`config.mk`:
```
export PLATFORM = sky130hd
export DESIGN_NAME = mcu_core_hs_flat
export DESIGN_NICKNAME = d
export VERILOG_FILES = /design/src/rtl/mcu_core_hs_if.sv /design/src/rtl/mcu_core_hs.sv /design/src/flat_wrapper.sv
export SDC_FILE = /design/constraint.sdc
export NUM_CORES = 1
export LEC_CHECK = 0
export CORE_UTILIZATION = 50
export DETAILED_ROUTE_END_ITERATION = 6
export PLACE_DENSITY = 0.65
export SYNTH_ARGS = -nofsm -noshare
export SYNTH_HDL_FRONTEND = slang
export SYNTH_SLANG_ARGS = --single-unit
```
`constraint.sdc`:
```
create_clock -name clk -period 7 [get_ports clk]
set_input_delay 1.4 -clock clk [delete_from_list [all_inputs] [get_ports clk]]
set_output_delay 1.4 -clock clk [all_outputs]
set_load 0.03 [all_outputs]
```
`src/rtl/mcu_core_hs_if.sv`:
```
// Memory bus between the core and its instruction/data memories.
// The core drives the requests (master); the memory system answers with acks (slave).
interface mcu_core_hs_if #(
  parameter int DATA_W = 8,
  parameter int PC_W   = 8
);
  logic              imem_req;
  logic [PC_W-1:0]   imem_addr;
  logic [15:0]       imem_rdata;
  logic              imem_ack;
  logic              dmem_req;
  logic              dmem_we;
  logic [DATA_W-1:0] dmem_addr;
  logic [DATA_W-1:0] dmem_wdata;
  logic [DATA_W-1:0] dmem_rdata;
  logic              dmem_ack;

  modport master (
    output imem_req, imem_addr, dmem_req, dmem_we, dmem_addr, dmem_wdata,
    input  imem_rdata, imem_ack, dmem_rdata, dmem_ack
  );

  modport slave (
    input  imem_req, imem_addr, dmem_req, dmem_we, dmem_addr, dmem_wdata,
    output imem_rdata, imem_ack, dmem_rdata, dmem_ack
  );
endinterface

```
`src/rtl/mcu_core_hs.sv`:
```
// Multi-cycle MCU core: FETCH/DECODE/EXEC/MEM/WB/HALT sequencer with req/ack
// memory handshakes, 16-entry register file and {N,C,Z} flags.
module mcu_core_hs #(
  parameter int DATA_W = 8,
  parameter int PC_W   = 8
) (
  input  logic              clk,
  input  logic              reset,
  mcu_core_hs_if.master     bus,
  output logic [PC_W-1:0]   pc,
  output logic [2:0]        flags,
  output logic              halted
);
  typedef enum logic [2:0] {S_FETCH, S_DECODE, S_EXEC, S_MEM, S_WB, S_HALT} state_t;

  state_t            state_reg;
  logic [PC_W-1:0]   pc_reg;
  logic [2:0]        flags_reg;
  logic              halted_reg;
  logic [15:0]       ir_reg;
  logic [DATA_W-1:0] a_reg, b_reg, d_reg, result_reg;
  logic [DATA_W-1:0] regs [16];
  logic              imem_req_reg, dmem_req_reg, dmem_we_reg;
  logic [DATA_W-1:0] dmem_addr_reg, dmem_wdata_reg;

  logic [3:0] op, rd, ra, rb;
  assign op = ir_reg[15:12];
  assign rd = ir_reg[11:8];
  assign ra = ir_reg[7:4];
  assign rb = ir_reg[3:0];

  logic [DATA_W-1:0] imm4_ext, imm8_ext, alu_res, mem_addr;
  logic [DATA_W:0]   alu_wide;
  logic [PC_W-1:0]   target, pc_inc;
  logic              taken;

  assign imm4_ext = DATA_W'(rb);
  assign imm8_ext = DATA_W'({ra, rb});
  assign target   = PC_W'({ra, rb});
  assign pc_inc   = pc_reg + PC_W'(1);
  assign mem_addr = a_reg + imm4_ext;

  // The extra MSB of alu_wide is carry for adds and borrow for subtracts.
  always_comb begin
    alu_wide = '0;
    case (op)
      4'h1:       alu_wide = {1'b0, a_reg} + {1'b0, b_reg};
      4'h2, 4'h7: alu_wide = {1'b0, a_reg} - {1'b0, b_reg};
      4'h3:       alu_wide = {1'b0, a_reg & b_reg};
      4'h4:       alu_wide = {1'b0, a_reg | b_reg};
      4'h5:       alu_wide = {1'b0, a_reg ^ b_reg};
      4'h6:       alu_wide = {1'b0, a_reg} + {1'b0, imm4_ext};
      default:    alu_wide = '0;
    endcase
    alu_res = alu_wide[DATA_W-1:0];
  end

  always_comb begin
    taken = 1'b0;
    case (op)
      4'hB:    taken = flags_reg[0];
      4'hC:    taken = flags_reg[1];
      4'hD:    taken = flags_reg[2];
      4'hE:    taken = 1'b1;
      default: taken = 1'b0;
    endcase
  end

  always_ff @(posedge clk) begin
    if (reset) begin
      state_reg      <= S_FETCH;
      pc_reg         <= '0;
      flags_reg      <= '0;
      halted_reg     <= 1'b0;
      ir_reg         <= '0;
      a_reg          <= '0;
      b_reg          <= '0;
      d_reg          <= '0;
      result_reg     <= '0;
      imem_req_reg   <= 1'b0;
      dmem_req_reg   <= 1'b0;
      dmem_we_reg    <= 1'b0;
      dmem_addr_reg  <= '0;
      dmem_wdata_reg <= '0;
      for (int i = 0; i < 16; i++) regs[i] <= '0;
    end else begin
      case (state_reg)
        S_FETCH: begin
          // Coming out of reset the request is raised here; later fetches arrive with it already up.
          if (!imem_req_reg) begin
            imem_req_reg <= 1'b1;
          end else if (bus.imem_ack) begin
            ir_reg       <= bus.imem_rdata;
            imem_req_reg <= 1'b0;
            state_reg    <= S_DECODE;
          end
        end
        S_DECODE: begin
          a_reg     <= regs[ra];
          b_reg     <= regs[rb];
          d_reg     <= regs[rd];
          state_reg <= S_EXEC;
        end
        S_EXEC: begin
          if (op >= 4'h1 && op <= 4'h7)
            flags_reg <= {alu_res[DATA_W-1], alu_wide[DATA_W], alu_res == '0};
          result_reg <= (op == 4'hA) ? imm8_ext : alu_res;
          pc_reg     <= taken ? target : pc_inc;
          case (op)
            4'h8, 4'h9: begin
              dmem_req_reg   <= 1'b1;
              dmem_we_reg    <= (op == 4'h9);
              dmem_addr_reg  <= mem_addr;
              dmem_wdata_reg <= d_reg;
              state_reg      <= S_MEM;
            end
            4'h0, 4'h7, 4'hB, 4'hC, 4'hD, 4'hE: begin
              imem_req_reg <= 1'b1;
              state_reg    <= S_FETCH;
            end
            4'hF: begin
              halted_reg <= 1'b1;
              state_reg  <= S_HALT;
            end
            default: state_reg <= S_WB;
          endcase
        end
        S_MEM: begin
          if (bus.dmem_ack) begin
            dmem_req_reg <= 1'b0;
            dmem_we_reg  <= 1'b0;
            if (op == 4'h8) begin
              result_reg <= bus.dmem_rdata;
              state_reg  <= S_WB;
            end else begin
              imem_req_reg <= 1'b1;
              state_reg    <= S_FETCH;
            end
          end
        end
        S_WB: begin
          if (rd != 4'h0) regs[rd] <= result_reg;
          imem_req_reg <= 1'b1;
          state_reg    <= S_FETCH;
        end
        S_HALT: state_reg <= S_HALT;
        default: state_reg <= S_FETCH;
      endcase
    end
  end

  assign bus.imem_req   = imem_req_reg;
  assign bus.imem_addr  = pc_reg;
  assign bus.dmem_req   = dmem_req_reg;
  assign bus.dmem_we    = dmem_we_reg;
  assign bus.dmem_addr  = dmem_addr_reg;
  assign bus.dmem_wdata = dmem_wdata_reg;
  assign pc             = pc_reg;
  assign flags          = flags_reg;
  assign halted         = halted_reg;
endmodule
```
`src/flat_wrapper.sv`:
```
// flat-port wrapper written by rule: the top's interface ports become plain ports
module mcu_core_hs_flat 
#(
  parameter int DATA_W = 8,
  parameter int PC_W   = 8
)
  (clk, reset, pc, flags, halted, bus_imem_req, bus_imem_addr, bus_dmem_req, bus_dmem_we, bus_dmem_addr, bus_dmem_wdata, bus_imem_rdata, bus_imem_ack, bus_dmem_rdata, bus_dmem_ack);
  mcu_core_hs_if #(.DATA_W(DATA_W), .PC_W(PC_W)) bus_i ();
  input  logic clk;
  input  logic reset;
  output logic [PC_W-1:0] pc;
  output logic [2:0] flags;
  output logic halted;
  output wire logic [$bits(bus_i.imem_req)-1:0] bus_imem_req;
  output wire logic [$bits(bus_i.imem_addr)-1:0] bus_imem_addr;
  output wire logic [$bits(bus_i.dmem_req)-1:0] bus_dmem_req;
  output wire logic [$bits(bus_i.dmem_we)-1:0] bus_dmem_we;
  output wire logic [$bits(bus_i.dmem_addr)-1:0] bus_dmem_addr;
  output wire logic [$bits(bus_i.dmem_wdata)-1:0] bus_dmem_wdata;
  input wire logic [$bits(bus_i.imem_rdata)-1:0] bus_imem_rdata;
  input wire logic [$bits(bus_i.imem_ack)-1:0] bus_imem_ack;
  input wire logic [$bits(bus_i.dmem_rdata)-1:0] bus_dmem_rdata;
  input wire logic [$bits(bus_i.dmem_ack)-1:0] bus_dmem_ack;
  assign bus_imem_req = bus_i.imem_req;
  assign bus_imem_addr = bus_i.imem_addr;
  assign bus_dmem_req = bus_i.dmem_req;
  assign bus_dmem_we = bus_i.dmem_we;
  assign bus_dmem_addr = bus_i.dmem_addr;
  assign bus_dmem_wdata = bus_i.dmem_wdata;
  assign bus_i.imem_rdata = bus_imem_rdata;
  assign bus_i.imem_ack = bus_imem_ack;
  assign bus_i.dmem_rdata = bus_dmem_rdata;
  assign bus_i.dmem_ack = bus_dmem_ack;
  mcu_core_hs #(.DATA_W(DATA_W), .PC_W(PC_W)) u_core (.clk(clk), .reset(reset), .bus(bus_i), .pc(pc), .flags(flags), .halted(halted));
endmodule
```
# Word level (Yosys, flattened, before mapping)
# Memory sizes are Yosys's and may differ from the RTL's. A register that Yosys moved wholly into a read port is not among the register bits.
# Cells that the tools add are included.
# word_totals
register_bits,58
mem_bits_rw,128
out_inout_bits,39
n_memories,1
# mem_list
name,depth,word_bits,rd,rd_clocked_by_memory_dff,write_ports,line_no,text
u_core.regs,16,8,3,3,16,mcu_core_hs.sv:22,logic [DATA_W-1:0] regs [16];
# op_classes
n_addsub,5
n_lt_le_gt_ge,2
eq_ne,27
n_mux,33
bitwise,3
reduce_logical,19
# op_table
operator,count
$pmux W9 S6,1
$mux W8,5
$eq A4 B4 Y1 const B,8
$eq A4 B3 Y1 const B,4
$pmux W8 S2,1
$mux W1,15
$pmux W3 S5,1
$mux W3,4
$reduce_and A3 Y1,4
$add A8 B4 Y9,1
$add A8 B8 Y9,1
$pmux W3 S3,1
$sub A8 B8 Y9,1
$add A8 B1 Y8 const B,1
$add A8 B4 Y8,1
$and A8 B8 Y8,1
$eq A4 B2 Y1 const B,2
$logic_not A8 Y1,1
$ne A2 B1 Y1 const B,4
$or A8 B8 Y8,1
$pmux W1 S4,2
$reduce_bool A4 Y1,2
$reduce_or A8 Y1,1
$xor A8 B8 Y8,1
17 further kinds,25

# Longest topological paths before layout
# Gate-level depths: netlist of run 1.
# logic_depth
ltp_word,7
mapped_depth,15
depth_no_buf,14

# Least setup slack after synthesis of run 1
# OpenSTA, ideal clock, no wires.
# synth_path
kind,input to register
start,input port reset
end,memory u_core.regs[2][0] (enable)
setup_ns,0.310
arrival_time_ns,2.777
t_required_ns,6.690
slack_ns,3.913
stages,6
path_buffers,1
path_cell_list,clkbuf_1 -> nor4b_2 -> nor2b_1 -> nand2_1 -> nor3_1 -> or2_2
# synth_rtl
item,line_no,text
"start, declared",flat_wrapper.sv:10,input logic reset;
"end, declared",mcu_core_hs.sv:22,

# Final worst setup path of run 1
# layout_path
start,register u_core.ir_reg[14]
end,register u_core.result_reg[7]
# layout_between
elab_chain_cells,5
word_cells_on_any_way,15
cone_classes,10 x eq/ne; 3 x mux; 2 x reduce/logical
# layout_rtl
item,line_no,text
"start, declared",mcu_core_hs.sv:20,logic [15:0] ir_reg;
"start signal, assigned",mcu_core_hs.sv:93,ir_reg <= bus.imem_rdata;
$eq A4 B2 Y1 or $eq A4 B3 Y1 (tied branches),mcu_core_hs.sv:46,case (op)
$reduce_or A2 Y1,mcu_core_hs.sv:46,
$pmux W9 S6,mcu_core_hs.sv:46,
$mux W8,mcu_core_hs.sv:107,result_reg <= (op == 4'hA) ? imm8_ext : alu_res;
$pmux W8 S2,mcu_core_hs.sv:87,case (state_reg)
"end signal, assigned",mcu_core_hs.sv:107,
"end signal, assigned",mcu_core_hs.sv:133,result_reg <= bus.dmem_rdata;
"end, declared",mcu_core_hs.sv:21,"logic [DATA_W-1:0] a_reg, b_reg, d_reg, result_reg;"
# Parallel ways exist; a longest one is shown, timed or not.
# A chain may end at the register's enable or synchronous reset.

==> results.json, run 1 <==
{
  "report.final.hold_viol_count": 0,
  "n_fill_cell": 2084,
  "cpMaxStageDelayCell": "sky130_fd_sc_hd__dfxtp_1",
  "worst_setup_path_startpoint": "u_core.ir_reg[14]$_SDFFE_PP0P_",
  "crit_chain": "nand2_1, nor3_1, nor2_1, o21ai_0, o211ai_1, ha_1, o21ai_1, a31oi_1, o31a_1, or3_1, a31o_1, a211oi_1, nor4_1",
  "final_core_util_pct": 57.25,
  "die_area_um2": 25610,
  "postSynthRegisterBits": 210,
  "setup_viol": 0,
  "power.clock.fraction_pct": 41.3,
  "p_leak_uw": 0.004638,
  "initialDrtViolationCount": 1050,
  "layout_worst_path_cycle_share_pct": 52.77,
  "start_util_pct": 51.21,
  "largest_stage_delay_on_the_critical_path_ps": 600,
  "chipHeight_um": 160.0,
  "grt_pass1_wl_mm": 53.49,
  "drive_gt1_share_pct": 17.41,
  "p_per_area_nw_per_um2": 210.6,
  "number_of_synthesized_flops_with_an_enable_pin": 128,
  "most-common-layout-cells": "sky130_fd_sc_hd__nand2_1 (144), sky130_fd_sc_hd__edfxtp_1 (128), sky130_fd_sc_hd__mux4_2 (120), sky130_fd_sc_hd__and2_1 (120), sky130_fd_sc_hd__a21oi_1 (88)",
  "num-nets-final": 1164,
  "max_freq_mhz": 270.7,
  "yosysSeqAreaShare_pct": 43.92,
  "class_of_the_tightest_hold_or_removal_check": "flip-flop to flip-flop",
  "comb_power_share_pct": 11.0,
  "route.detailed.vias_per_inst": 6.176,
  "period_needed_ps": 3694,
  "setup.reg_to_reg.worst_slack_ps": 3310,
  "run_status": "completed",
  "cts-hold-fix-buffers": 0,
  "power.ir.vdd_worst_mv": 0.1702,
  "grt_start_max_net_pins": 67,
  "number_of_stages_on_the_worst_hold_path": 2,
  "final.hold.worst_slack_ps": 450.4,
  "grt_antenna_before_repair": 1,
  "r2r_end": "u_core.result_reg[7]$_SDFFE_PP0P_",
  "mappedNetlistArea_um2": 12490,
  "synth_async_sr_flop_share_pct": 0,
  "route.detailed.drc": 0,
  "swShare_pct": 24.92,
  "routed-via-count": 8918,
  "cts.repair_timing.setup_buffer_count": 0,
  "worstSetupPathType": "flip-flop to flip-flop",
  "netlist_instances": 1082,
  "place.port_buffers": 66,
  "drv_slew": 0,
  "final_antenna_net_count": 0,
  "h-tree-depth": 1,
  "worst_clock_skew_ps": 30.27,
  "ff_latch_area_um2": 5489,
  "timing.critical_path.max_delay_family": "simple AND/OR/NAND/NOR gates",
  "p_int_uw": 2208,
  "mean_instance_size_in_the_synthesized_netlist_um2": 11.54,
  "cp-start-kind": "flip-flop",
  "max_cap_viol_count": 0,
  "yosysUniqueCellTypes": 64,
  "routabilityCongestion": 0.9543,
  "clock_sinks": 210,
  "worstHoldStart": "u_core.bus.dmem_addr[4]$_SDFFE_PP0P_",
  "total_switching_power_uw": 732.9,
  "placementRows": 57,
  "critical_path_required_ps": 7370,
  "rsz0062_at_grt": "false",
  "post-route-cell-area_um2": 13960,
  "cts_root_buf": "sky130_fd_sc_hd__clkbuf_16",
  "io_pins": 67,
  "worstSkewPairLatency_ps": 540,
  "r2r_cells": 13,
  "timing.setup.tns_ps": 0,
  "die_w_um": 160.0,
  "synth_warnings": 0,
  "cts.clk_slew.worst_paths_ps": 60,
  "largest_register_ffs": 128,
  "cts_tree": "yes",
  "post_cts.resized_instances": 0,
  "final_common_cell": "sky130_fd_sc_hd__nand2_1",
  "firstDrtPassIters": 5,
  "ys.flop_type": "sky130_fd_sc_hd__edfxtp_1",
  "antenna_cells_inserted": 0,
  "wl_per_cell_um": 24.22,
  "worstPathArrival_ps": 4060,
  "total_detailed_routing_wirelength_mm": 34.98,
  "multi_input_gate_area_um2": 6479,
  "tritoncts.num_buffers": 24,
  "post_synthesis_to_final_layout_area_growth_pct": 11.80,
  "cp_max_fo": 13,
  "groute.usage.overall_pct": 28.05,
  "worst_slew_pin_slew_ps": 966.2,
  "core_region_area_um2": 24390,
  "type_of_destination_of_the_critical_path": "flip-flop",
  "gr-total-overflow": 0,
  "rr_startpoint": "u_core.ir_reg[14]$_SDFFE_PP0P_",
  "share_seq_of_total_power_pct": 47.8,
  "worst_case_hold_path_end_point": "u_core.bus.dmem_addr[4]$_SDFFE_PP0P_",
  "slew_headroom_pct": 35.50,
  "detailedPlacementHpwl_mm": 24.98,
  "post_dp_cell_area_um2": 13200,
  "grt_pass1_vias": 8550,
  "cts-root-to-sink-buffers": 3,
  "count_of_buffer_and_inverter_cells_on_the_critical_path": 0
}
## Yosys cell counts (3+ instances only)
| library cell | n | area [um2] |
|---|---|---|
| sky130_fd_sc_hd__o21ai_0 | 26 | 130.1 |
| sky130_fd_sc_hd__mux2i_1 | 4 | 40.04 |
| sky130_fd_sc_hd__ha_1 | 31 | 387.9 |
| sky130_fd_sc_hd__nand2_1 | 144 | 540.5 |
| sky130_fd_sc_hd__clkbuf_1 | 46 | 172.7 |
| sky130_fd_sc_hd__mux4_2 | 120 | 2703 |
| sky130_fd_sc_hd__nand3_1 | 14 | 70.07 |
| sky130_fd_sc_hd__edfxtp_1 | 128 | 3844 |
| sky130_fd_sc_hd__a211oi_1 | 7 | 52.55 |
| sky130_fd_sc_hd__buf_4 | 12 | 90.09 |
| sky130_fd_sc_hd__buf_1 | 6 | 22.52 |
| sky130_fd_sc_hd__or3b_1 | 3 | 26.28 |
| sky130_fd_sc_hd__o22ai_1 | 7 | 43.79 |
| sky130_fd_sc_hd__nor4_1 | 3 | 18.77 |
| sky130_fd_sc_hd__o31ai_1 | 5 | 37.54 |
| sky130_fd_sc_hd__nand2b_1 | 11 | 68.82 |
| sky130_fd_sc_hd__a31oi_1 | 10 | 62.56 |
| sky130_fd_sc_hd__dfxtp_1 | 82 | 1642 |
| sky130_fd_sc_hd__a21oi_1 | 88 | 440.4 |
| sky130_fd_sc_hd__nor2b_1 | 11 | 68.82 |
| sky130_fd_sc_hd__xnor2_1 | 6 | 52.55 |
| sky130_fd_sc_hd__buf_6 | 11 | 123.9 |
| sky130_fd_sc_hd__o21a_1 | 3 | 22.52 |
| sky130_fd_sc_hd__buf_2 | 12 | 60.06 |
| sky130_fd_sc_hd__a22oi_1 | 6 | 45.04 |
| sky130_fd_sc_hd__and3_1 | 8 | 50.05 |
| sky130_fd_sc_hd__nand3b_1 | 4 | 30.03 |
| sky130_fd_sc_hd__or2_2 | 16 | 100.1 |
| sky130_fd_sc_hd__inv_1 | 23 | 86.33 |
| sky130_fd_sc_hd__o211ai_1 | 4 | 30.03 |
| sky130_fd_sc_hd__nor3b_1 | 4 | 30.03 |
| sky130_fd_sc_hd__nor2_1 | 50 | 187.7 |
| sky130_fd_sc_hd__nor3_1 | 16 | 80.08 |
| sky130_fd_sc_hd__and2_1 | 120 | 750.7 |
## worst max path at each step
stage | endpoint | slack [ps] | cells past startpoint
final | u_core.result_reg[7]$_SDFFE_PP0P_ | 3310 | 13
after global routing | u_core.result_reg[7]$_SDFFE_PP0P_ | 3070 | 13
after CTS | u_core.result_reg[7]$_SDFFE_PP0P_ | 3330 | 13
after detailed placement | u_core.regs[3][4]$_SDFFCE_PN0P_ | 3170 | 5
after global placement | u_core.regs[2][1]$_SDFFCE_PN0P_ | 3330 | 6
after floorplan | u_core.regs[2][0]$_SDFFCE_PN0P_ | 3910 | 6
## stage by stage
stage	total power (uW)	std cells	setup slack (ps)
4_1_cts	2950	1444	3332
3_3_place_gp	1744	1401	3327
2_1_floorplan	1641	1089	3913
5_1_grt	3030	1444	3074
6_report	2941	1444	3306
3_5_place_dp	1749	1401	3167
## cells by family (layout without fill, tap and decap cells)
family / Yosys count / after routing / synth area share (%)
multiplexers: 124 / 124 / 21.96
AND/OR/NAND/NOR: 418 / 418 / 17.28
adder cells (fa/ha/maj): 33 / 33 / 3.426
buffers and inverters: 112 / 143 / 4.528
AO/OA/AOI/OAI: 176 / 176 / 8.295
XOR/XNOR: 8 / 8 / 0.5610
flip-flops: 210 / 210 / 43.92
other: 1 / 8 / 0.03003
## power groups by stage
| stage | Combinational, uW | Clock [uW] | Sequential [uW] |
|---|---|---|---|
| 3_5_place_dp | 320 | 0 | 1430 |
| 6_report | 323 | 1210 | 1400 |
| 3_3_place_gp | 318 | 0 | 1430 |
| 2_1_floorplan | 243 | 0 | 1400 |
| 5_1_grt | 344 | 1280 | 1410 |
| 4_1_cts | 322 | 1230 | 1400 |
## worst reg2reg max path, delay by kind of cell, from the launching register on
kind                     cells  cell delay, ps
flip-flops                   1             600
AND/OR/NAND/NOR              5            1320
adder cells (fa/ha/maj)      1             340
AO/OA/AOI/OAI                7            1280
## routing by layer
layer / wire length (um) / GRT usage (%) / vias to the layer above
met4: 1564 / 11.69 / 0
met2: 16480 / 44.82 / 417
met1: 14340 / 38.96 / 4366
li1: - / - / 4044
met3: 2586 / 3.377 / 91
met5: 0 / 0 / -
## area by class of cell
cell class	instances	area share (%)
Multi-Input combinational cell	767	46.40
Sequential cell	210	39.31
Timing Repair Buffer	77	5.305
Clock buffer	31	4.704
Tap cell	324	2.903
Clock inverter	12	0.7616
Inverter	23	0.6183
No activity file was read; power rests on OpenSTA's default activity.
==> run 2, diff against run 1 <==
PLACE_DENSITY = 0.68   (was 0.65)
clock period = 3.2 ns   (was 7 ns; I/O delays follow)
==> results.json, run 2 (synthesized netlist as in run 1, its figures left out) <==
{
  "critical_path_required_ps": 3580,
  "total_switching_power_uw": 1645,
  "h-tree-depth": 1,
  "die_area_um2": 25610,
  "drive_gt1_share_pct": 20.92,
  "post_synthesis_to_final_layout_area_growth_pct": 14.73,
  "chipHeight_um": 160.0,
  "placementRows": 57,
  "largest_register_ffs": 128,
  "tritoncts.num_buffers": 24,
  "gr-total-overflow": 0,
  "run_status": "completed",
  "worstPathArrival_ps": 3390,
  "p_leak_uw": 0.004848,
  "worstSetupPathType": "flip-flop to flip-flop",
  "route.detailed.vias_per_inst": 6.187,
  "antenna_cells_inserted": 0,
  "final_common_cell": "sky130_fd_sc_hd__nand2_1",
  "initialDrtViolationCount": 935,
  "power.clock.fraction_pct": 41.9,
  "worst_slew_pin_slew_ps": 874.8,
  "p_int_uw": 4902,
  "place.port_buffers": 66,
  "swShare_pct": 25.13,
  "period_needed_ps": 3019,
  "power.ir.vdd_worst_mv": 0.4432,
  "setup_viol": 0,
  "wl_per_cell_um": 23.95,
  "core_region_area_um2": 24390,
  "max_cap_viol_count": 0,
  "io_pins": 67,
  "cp-start-kind": "flip-flop",
  "grt_pass1_wl_mm": 53.77,
  "total_detailed_routing_wirelength_mm": 35.48,
  "grt_antenna_before_repair": 0,
  "cts_tree": "yes",
  "start_util_pct": 51.21,
  "most-common-layout-cells": "sky130_fd_sc_hd__nand2_1 (144), sky130_fd_sc_hd__edfxtp_1 (128), sky130_fd_sc_hd__mux4_2 (120), sky130_fd_sc_hd__and2_1 (120), sky130_fd_sc_hd__a21oi_1 (87)",
  "cts-hold-fix-buffers": 0,
  "cts_root_buf": "sky130_fd_sc_hd__clkbuf_16",
  "routabilityCongestion": 0.9180,
  "firstDrtPassIters": 5,
  "timing.setup.tns_ps": 0,
  "max_freq_mhz": 331.3,
  "comb_power_share_pct": 11.5,
  "share_seq_of_total_power_pct": 46.7,
  "type_of_destination_of_the_critical_path": "flip-flop",
  "final_antenna_net_count": 0,
  "p_per_area_nw_per_um2": 456.9,
  "route.detailed.drc": 0,
  "groute.usage.overall_pct": 28.10,
  "worstSkewPairLatency_ps": 540,
  "detailedPlacementHpwl_mm": 25.30,
  "clock_sinks": 210,
  "cts-root-to-sink-buffers": 3,
  "report.final.hold_viol_count": 0,
  "worst_clock_skew_ps": 22.38,
  "instances_no_fill": 1481,
  "grt_pass1_vias": 8847,
  "rsz0062_at_grt": "false",
  "routed-via-count": 9163,
  "drv_slew": 0,
  "die_w_um": 160.0,
  "cp_max_fo": 12,
  "setup.reg_to_reg.worst_slack_ps": 180,
  "class_of_the_tightest_hold_or_removal_check": "flip-flop to flip-flop",
  "placed_cells_incl_taps": 1436,
  "num-nets-final": 1201,
  "layout_worst_path_cycle_share_pct": 94.34,
  "slew_headroom_pct": 41.60,
  "grt_start_max_net_pins": 106,
  "cts.clk_slew.worst_paths_ps": 60
}
-- run 2: changes by cell type in the layout (fill, tap and decap cells not counted), moves of 2 or more --
cell                         delta
sky130_fd_sc_hd__nor2_2         +2
sky130_fd_sc_hd__inv_6          -2
sky130_fd_sc_hd__o21ai_0        -2
sky130_fd_sc_hd__nor2_1         -2
sky130_fd_sc_hd__buf_4         +33
sky130_fd_sc_hd__clkinvlp_4     +4
sky130_fd_sc_hd__buf_12         +3
-- run 2: final timing paths --
check,cells after the start,to,from
max reg2reg,15,u_core.result_reg[7]$_SDFFE_PP0P_,u_core.ir_reg[13]$_SDFFE_PP0P_
min reg2reg,2,u_core.bus.dmem_req$_SDFFE_PP0P_,u_core.bus.dmem_req$_SDFFE_PP0P_
max,15,u_core.result_reg[7]$_SDFFE_PP0P_,u_core.ir_reg[13]$_SDFFE_PP0P_
min,2,u_core.bus.dmem_req$_SDFFE_PP0P_,u_core.bus.dmem_req$_SDFFE_PP0P_
-- run 2: worst max-delay path: stages, from the launching register on --
cell and delay, ps:
sky130_fd_sc_hd__dfxtp_1 340, sky130_fd_sc_hd__buf_6 150, sky130_fd_sc_hd__nand2_1 100, sky130_fd_sc_hd__nor3_2 140, sky130_fd_sc_hd__buf_4 160, sky130_fd_sc_hd__nor2_1 70
sky130_fd_sc_hd__o21ai_0 170, sky130_fd_sc_hd__o211ai_1 120, sky130_fd_sc_hd__ha_1 350, sky130_fd_sc_hd__o21ai_2 140, sky130_fd_sc_hd__a31oi_1 90, sky130_fd_sc_hd__o31a_1 270
sky130_fd_sc_hd__or3_1 330, sky130_fd_sc_hd__a31o_1 210, sky130_fd_sc_hd__a211oi_1 170, sky130_fd_sc_hd__nor4_1 60
-- run 2: what timing repair did --
action	CTS	global route
resized for setup	0	12
setup buffers	0	2
endpoints found under the setup margin	0	4
-- run 2: power groups by stage --
stage	logic, uW	clock network [uW]	registers, uW
global placement	735	0	3100
floorplan	532	0	3060
detailed placement	738	0	3110
CTS	742	2770	3050
finish	750	2740	3060
global route	795	2870	3070
-- run 2: through the flow --
| stage | util (%) | power, uW | hold WS [ps] | worst slack [ps] | instance area, um2 |
|---|---|---|---|---|---|
| finish | 58.75 | 6547 | 449.1 | 181.2 | 14330 |
| floorplan | - | 3590 | 432.2 | 184.9 | 12520 |
| global placement | 55.35 | 3839 | 438.1 | 152.7 | 13500 |
| global route | 58.75 | 6735 | 473.5 | 7.517 | 14330 |
| detailed placement | 55.35 | 3848 | 446.0 | 118.0 | 13500 |
| CTS | 58.55 | 6566 | 454.7 | 106.1 | 14280 |
-- run 2: layer usage --
metal | wire, um | global-route usage [%] | vias to the layer above | share of wire (%)
li1 | - | - | 4126 | -
met1 | 14220 | 37.18 | 4474 | 40
met2 | 16610 | 45.42 | 459 | 47
met3 | 2771 | 4.156 | 104 | 7.8
met4 | 1869 | 13.85 | 0 | 5.3
met5 | 0 | 0 | - | 0
-- run 2: layout make-up --
class | instances | area (um2)
fill | 2090 | 10060
multi-input combinational | 767 | 6509
sequential | 210 | 5489
timing repair buffer | 114 | 1060
clock buffer | 29 | 639.4
tap | 324 | 405.4
clock inverter | 14 | 140.1
inverter | 23 | 86.33
